**config.mk**
```make
export PLATFORM = sky130hd
export DESIGN_NAME = pe_row_sched
export DESIGN_NICKNAME = d
export VERILOG_FILES = /design/src/rtl/pe_row_sched.sv
export SDC_FILE = /design/constraint.sdc
export NUM_CORES = 1
export LEC_CHECK = 0
export CORE_MARGIN = 4
export CORE_UTILIZATION = 50
export DETAILED_ROUTE_END_ITERATION = 16
export DONT_BUFFER_PORTS = 1
export PLACE_DENSITY = 0.74
export SYNTH_ARGS = -nofsm -noshare
export SYNTH_HDL_FRONTEND = slang
export SYNTH_SLANG_ARGS = --single-unit
```
**constraint.sdc**
```tcl
create_clock -name aclk -period 1.9 [get_ports aclk]
set_input_delay 0 -clock aclk [delete_from_list [all_inputs] [get_ports aclk]]
set_output_delay 0 -clock aclk [all_outputs]
set_load 0.1 [all_outputs]
```
**src/rtl/pe_row_sched.sv**
```systemverilog
// pe_row_sched: drives a single pe_con instance over a block of matrix rows.
// For each row it pulses pe_start, waits for a rising pe_done (bounded by a
// watchdog), then writes the PE result into the result buffer at the row
// index. A block ends with a one-cycle done pulse. A watchdog timeout ends the
// block early and sets a sticky err flag.
//
// Build option: define PE_ROW_SCHED_PERF_EN to enable the perf_cycles and
// perf_rows counters. When the option is off, both ports stay present and
// are tied to zero.
module pe_row_sched #(
  parameter int VECTOR_SIZE = 32,
  parameter int L_ROWS      = 4,
  parameter int TIMEOUT_W   = 16
) (
  input  logic                   aclk,
  input  logic                   aresetn,
  // host side
  input  logic                   start,
  input  logic [L_ROWS:0]        num_rows,
  output logic                   busy,
  output logic                   done,
  output logic                   err,
  // pe_con side
  output logic                   pe_start,
  output logic [L_ROWS-1:0]      pe_row,
  input  logic                   pe_done,
  input  logic [VECTOR_SIZE-1:0] pe_result,
  // result buffer write port
  output logic                   res_we,
  output logic [L_ROWS-1:0]      res_addr,
  output logic [VECTOR_SIZE-1:0] res_data,
  // performance counters (zero unless PE_ROW_SCHED_PERF_EN)
  output logic [31:0]            perf_cycles,
  output logic [L_ROWS:0]        perf_rows
);

  localparam logic [2:0] S_IDLE  = 3'd0;
  localparam logic [2:0] S_ISSUE = 3'd1;
  localparam logic [2:0] S_WAIT  = 3'd2;
  localparam logic [2:0] S_STORE = 3'd3;
  localparam logic [2:0] S_DONE  = 3'd4;

  // The watchdog holds WD_LAST during the final WAIT cycle. It reaches
  // all-ones on the edge that leaves WAIT, so a row gets 2^TIMEOUT_W-1
  // WAIT cycles before it is abandoned.
  localparam logic [TIMEOUT_W-1:0] WD_ONE  = {{(TIMEOUT_W-1){1'b0}}, 1'b1};
  localparam logic [TIMEOUT_W-1:0] WD_LAST = {TIMEOUT_W{1'b1}} - WD_ONE;
  localparam logic [L_ROWS:0]      ROWS_ONE = {{L_ROWS{1'b0}}, 1'b1};
  localparam logic [L_ROWS-1:0]    ROW_ONE  = {{(L_ROWS-1){1'b0}}, 1'b1};

  logic [2:0]             state, state_next;
  logic [L_ROWS-1:0]      row, row_next;
  logic [L_ROWS:0]        rows_total, rows_total_next;
  logic [TIMEOUT_W-1:0]   wd, wd_next;
  logic                   err_q, err_next;
  logic [VECTOR_SIZE-1:0] data_q, data_next;
  logic                   pe_done_q;

  logic accept;
  logic timeout;
  logic last_row;
  logic start_ok;

  // Only a rising pe_done counts. A done level that is still held from the
  // previous row is therefore never taken as a second completion.
  assign accept   = pe_done & ~pe_done_q;
  assign timeout  = (wd == WD_LAST);
  assign last_row = ({1'b0, row} == (rows_total - ROWS_ONE));
  assign start_ok = (state == S_IDLE) && start;

  // Next-state and datapath decisions for the row sequencer
  always_comb begin
    state_next      = state;
    row_next        = row;
    rows_total_next = rows_total;
    wd_next         = wd;
    err_next        = err_q;
    data_next       = data_q;
    case (state)
      S_IDLE: begin
        if (start) begin
          rows_total_next = num_rows;
          err_next        = 1'b0;
          row_next        = '0;
          state_next      = (num_rows == '0) ? S_DONE : S_ISSUE;
        end
      end
      S_ISSUE: begin
        wd_next    = '0;
        state_next = S_WAIT;
      end
      S_WAIT: begin
        wd_next = wd + WD_ONE;
        // When a completion and the timeout land in the same cycle, the
        // completion wins.
        if (accept) begin
          data_next  = pe_result;
          state_next = S_STORE;
        end else if (timeout) begin
          err_next   = 1'b1;
          state_next = S_DONE;
        end
      end
      S_STORE: begin
        if (last_row) begin
          state_next = S_DONE;
        end else begin
          row_next   = row + ROW_ONE;
          state_next = S_ISSUE;
        end
      end
      S_DONE: begin
        state_next = S_IDLE;
      end
      default: begin
        state_next = S_IDLE;
      end
    endcase
  end

  // Sequencer state registers; reset drops any partially processed block
  always_ff @(posedge aclk or negedge aresetn) begin
    if (!aresetn) begin
      state      <= S_IDLE;
      row        <= '0;
      rows_total <= '0;
      wd         <= '0;
      err_q      <= 1'b0;
      data_q     <= '0;
    end else begin
      state      <= state_next;
      row        <= row_next;
      rows_total <= rows_total_next;
      wd         <= wd_next;
      err_q      <= err_next;
      data_q     <= data_next;
    end
  end

  // Delayed copy of pe_done for rising-edge detection
  always_ff @(posedge aclk or negedge aresetn) begin
    if (!aresetn) begin
      pe_done_q <= 1'b0;
    end else begin
      pe_done_q <= pe_done;
    end
  end

  // Outputs are decoded straight from registered state, so every pulse
  // lasts exactly one state.
  assign busy     = (state != S_IDLE);
  assign done     = (state == S_DONE);
  assign err      = err_q;
  assign pe_start = (state == S_ISSUE);
  assign pe_row   = row;
  assign res_we   = (state == S_STORE);
  assign res_addr = row;
  assign res_data = data_q;

`ifdef PE_ROW_SCHED_PERF_EN
  logic [31:0]     perf_cycles_q;
  logic [L_ROWS:0] perf_rows_q;

  // Busy-cycle and completed-write counters; they hold after done until the
  // next accepted start clears them.
  always_ff @(posedge aclk or negedge aresetn) begin
    if (!aresetn) begin
      perf_cycles_q <= '0;
      perf_rows_q   <= '0;
    end else if (start_ok) begin
      perf_cycles_q <= '0;
      perf_rows_q   <= '0;
    end else begin
      if (busy) begin
        perf_cycles_q <= perf_cycles_q + 32'd1;
      end
      if (res_we) begin
        perf_rows_q <= perf_rows_q + ROWS_ONE;
      end
    end
  end

  assign perf_cycles = perf_cycles_q;
  assign perf_rows   = perf_rows_q;
`else
  logic unused_start_ok;
  assign unused_start_ok = start_ok;
  assign perf_cycles     = '0;
  assign perf_rows       = '0;
`endif

endmodule
```
==> results.md <==
- Vias: 2245
- CTS tree: done
- GRT Overall Usage: 19.3%
- Area grow syn2layout: 27.6%
- Startpoint types: flip-flop
- Post CTS Setup Buffer Count: 0
- Nets: 410
- Crit Path Max Fanout: 5
- Slew Viols, Final: 0
- DR pass1 iterations: 5
- Setup TNS Final: 0 ps
- H-tree levels: 3
- Antenna violations before repair: 0
- Layout cells sized above 1: 32.2%
- Metal-1 WL: 2610 um
- Layout fillers: 443
- DP HPWL: 4640 um
- Hold Path Class: in -> reg
- CP Class: reg -> out
- Met2 wire len: 3530 um
- Slew headroom: 61.3%
- Inserted Clock Buffers: 9
- Endpoints failing setup: 0
- Congestion Overflow GR: 0
- Final hold vios: 0
- RSZ-0062 raised after global routing: no
- DR WL/cell: 15.7 um
- Skew-Pair Late Insertion Delay: 330 ps
- Fraction of registers with async set/reset: 100%
- Die Footprint: 7610 um^2
- EDFF count, synth: 0
- Max Clk Rate: 561 MHz
- Period utilization: 93.8%
- Clk sinks: 62
- Slew @ Worst Pin: 580 ps
- CTS Buffer Depth: 2
- Row count: 28
- Antenna Cells: 0
- Vias in the first global route: 2409
- Placed Instances: 389
- Gpl congestion: 0.792
- DRT iter0 DRCs: 123
- Mapped Avg Cell Area: 11.4 um^2
- Sequential area share after synthesis: 49.4%
- Crit path from: state[0]
- Crit path DAT: 1780 ps
- Clk Tree Root Cell: clkbuf_8
- Die height: 87.3 um
- Total area of sequential cells: 1560 um^2
- Final WL: 7000 um
- Worst R2R Setup Slack: 170 ps
- Vias/cell: 5.04
- Worst R2R Start: rows_total[0]
- Largest net degree at the start of global routing: 63
- Yosys reg bits: 62
- CP endpoint kind: output pin
- DR top layer: met4
- YS warnings: 0
- Starting Density: 52.4%
- Final cell count without fillers: 445
- Die W: 87.3 um
- Post-DRT Antenna Nets: 0
- Global-route wire length before repair: 11400 um
- Mapped cell area: 3140 um^2
- Maxcap violations: 0
- Final min period: 1780 ps
- Critical path data required time: 1900 ps
- Placeable Area: 5990 um^2
- Status: complete, no violations
- Clock transition at path regs: 70 ps
- Post-synth cell types: 40
- Predominant post-synthesis flop cell: dfrtp_1
- DRC: 0
- Setup Skew: 13.5 ps
- Min-delay src: start
- I/O Pins: 123
- Cells after Synth: 276
- Met3 WL: 785 um
- Number of port buffers: 0
- Multi-input logic area: 1380 um^2
## path summary, 6_finish.rpt
kind | end | cells after the start
min | state[2] | 3
max in group asynchronous | res_data[14] | 2
min in group asynchronous | res_data[15] | 2
max reg2reg | pe_row[0] | 7
min reg2reg | err | 2
max | pe_start | 4
## cells in the mapped netlist (2+ instances only)
| cell type | count | area share (%) |
|---|---|---|
| buf_6 | 2 | 0.72 |
| nand2_1 | 25 | 3.0 |
| mux2i_1 | 8 | 2.5 |
| xor2_1 | 2 | 0.56 |
| nor3_1 | 5 | 0.80 |
| a31oi_1 | 2 | 0.40 |
| nand3_4 | 2 | 1.1 |
| ha_1 | 4 | 1.6 |
| inv_1 | 8 | 0.96 |
| buf_2 | 3 | 0.48 |
| and2_1 | 3 | 0.60 |
| dfrtp_1 | 62 | 49 |
| nand3b_1 | 2 | 0.48 |
| and3_1 | 6 | 1.2 |
| nor2_1 | 7 | 0.84 |
| xnor2_1 | 3 | 0.84 |
| mux2_2 | 37 | 13 |
| a21oi_1 | 4 | 0.64 |
| buf_4 | 41 | 9.8 |
| o21ai_0 | 14 | 2.2 |
| nand4_1 | 4 | 0.80 |
| nand3_1 | 14 | 2.2 |
## cell usage in the layout, fill, tap and decap left out, drive strengths merged, types with 5 or more instances in the layout
cell	instances
buf	49
conb	37
dfrtp	62
dlygate4sd3	39
a21oi	5
nor2	7
nor3	7
o21ai	14
mux2	37
and3	6
nand3	16
inv	7
clkbuf	10
mux2i	8
nand2	26
## critical path, cell delays in order (launching register included)
cell and delay, ps:
dfrtp_1 430, buf_4 160, or3b_2 490, clkinvlp_4 90, buf_4 280
## per-stage QoR
stage / utilization [%] / hold WS [ps] / setup slack (ps) / area (um^2)
2_1_floorplan: - / -296 / 16.3 / 3290
3_3_place_gp: 56.8 / -294 / 153 / 3400
3_5_place_dp: 56.8 / -294 / 85.1 / 3400
4_1_cts: 66.6 / 3.76 / 67.6 / 3990
5_1_grt: 66.9 / 33.5 / 33.8 / 4010
6_report: 66.9 / 4.58 / 117 / 4010
## flip-flops by register name, summed over array words and instances (netlist names)
signal	count
res_data	32
wd	16
rows_total	5
pe_row	4
state	3
err	1
pe_done_q	1
## what timing repair did
action | CTS | global route
setup endpoints to repair | 0 | 4
hold buffers | 40 | 0
gates resized for setup | 0 | 3
endpoints found under the hold margin | 100 | 0
## area by class of cell
cell class | count | area share (%)
Multi-Input combinational cell | 196 | 34.4
Inverter | 8 | 0.843
Clock inverter | 6 | 0.968
Clock buffer | 10 | 3.18
Sequential cell | 62 | 38.8
Tap cell | 75 | 2.34
Timing Repair Buffer | 88 | 19.4
## metal layers
| layer | up-vias | GRT usage, % |
|---|---|---|
| met5 | - | 0 |
| met4 | 0 | 6.83 |
| met3 | 6 | 8.14 |
| met2 | 105 | 31.6 |
| met1 | 1079 | 22.7 |
| li1 | 1055 | - |
## cells by family (layout without fill, tap and decap cells)
kind of cell | after synthesis | after routing | synth area share (%)
and+or+nand+nor | 79 | 79 | 14.7
DFF | 62 | 62 | 49.4
buffers and inverters | 54 | 112 | 12.0
muxes | 45 | 45 | 15.8
AOI/OAI and AO/OA | 26 | 26 | 5.06
xor gates and xnor gates | 5 | 5 | 1.39
adders and majority gates | 4 | 4 | 1.59
other | 1 | 37 | 0.119
Power is left out: the tool's default activity adds up to more than one toggle a clock period on the data nets, which glitch-free logic cannot reach.
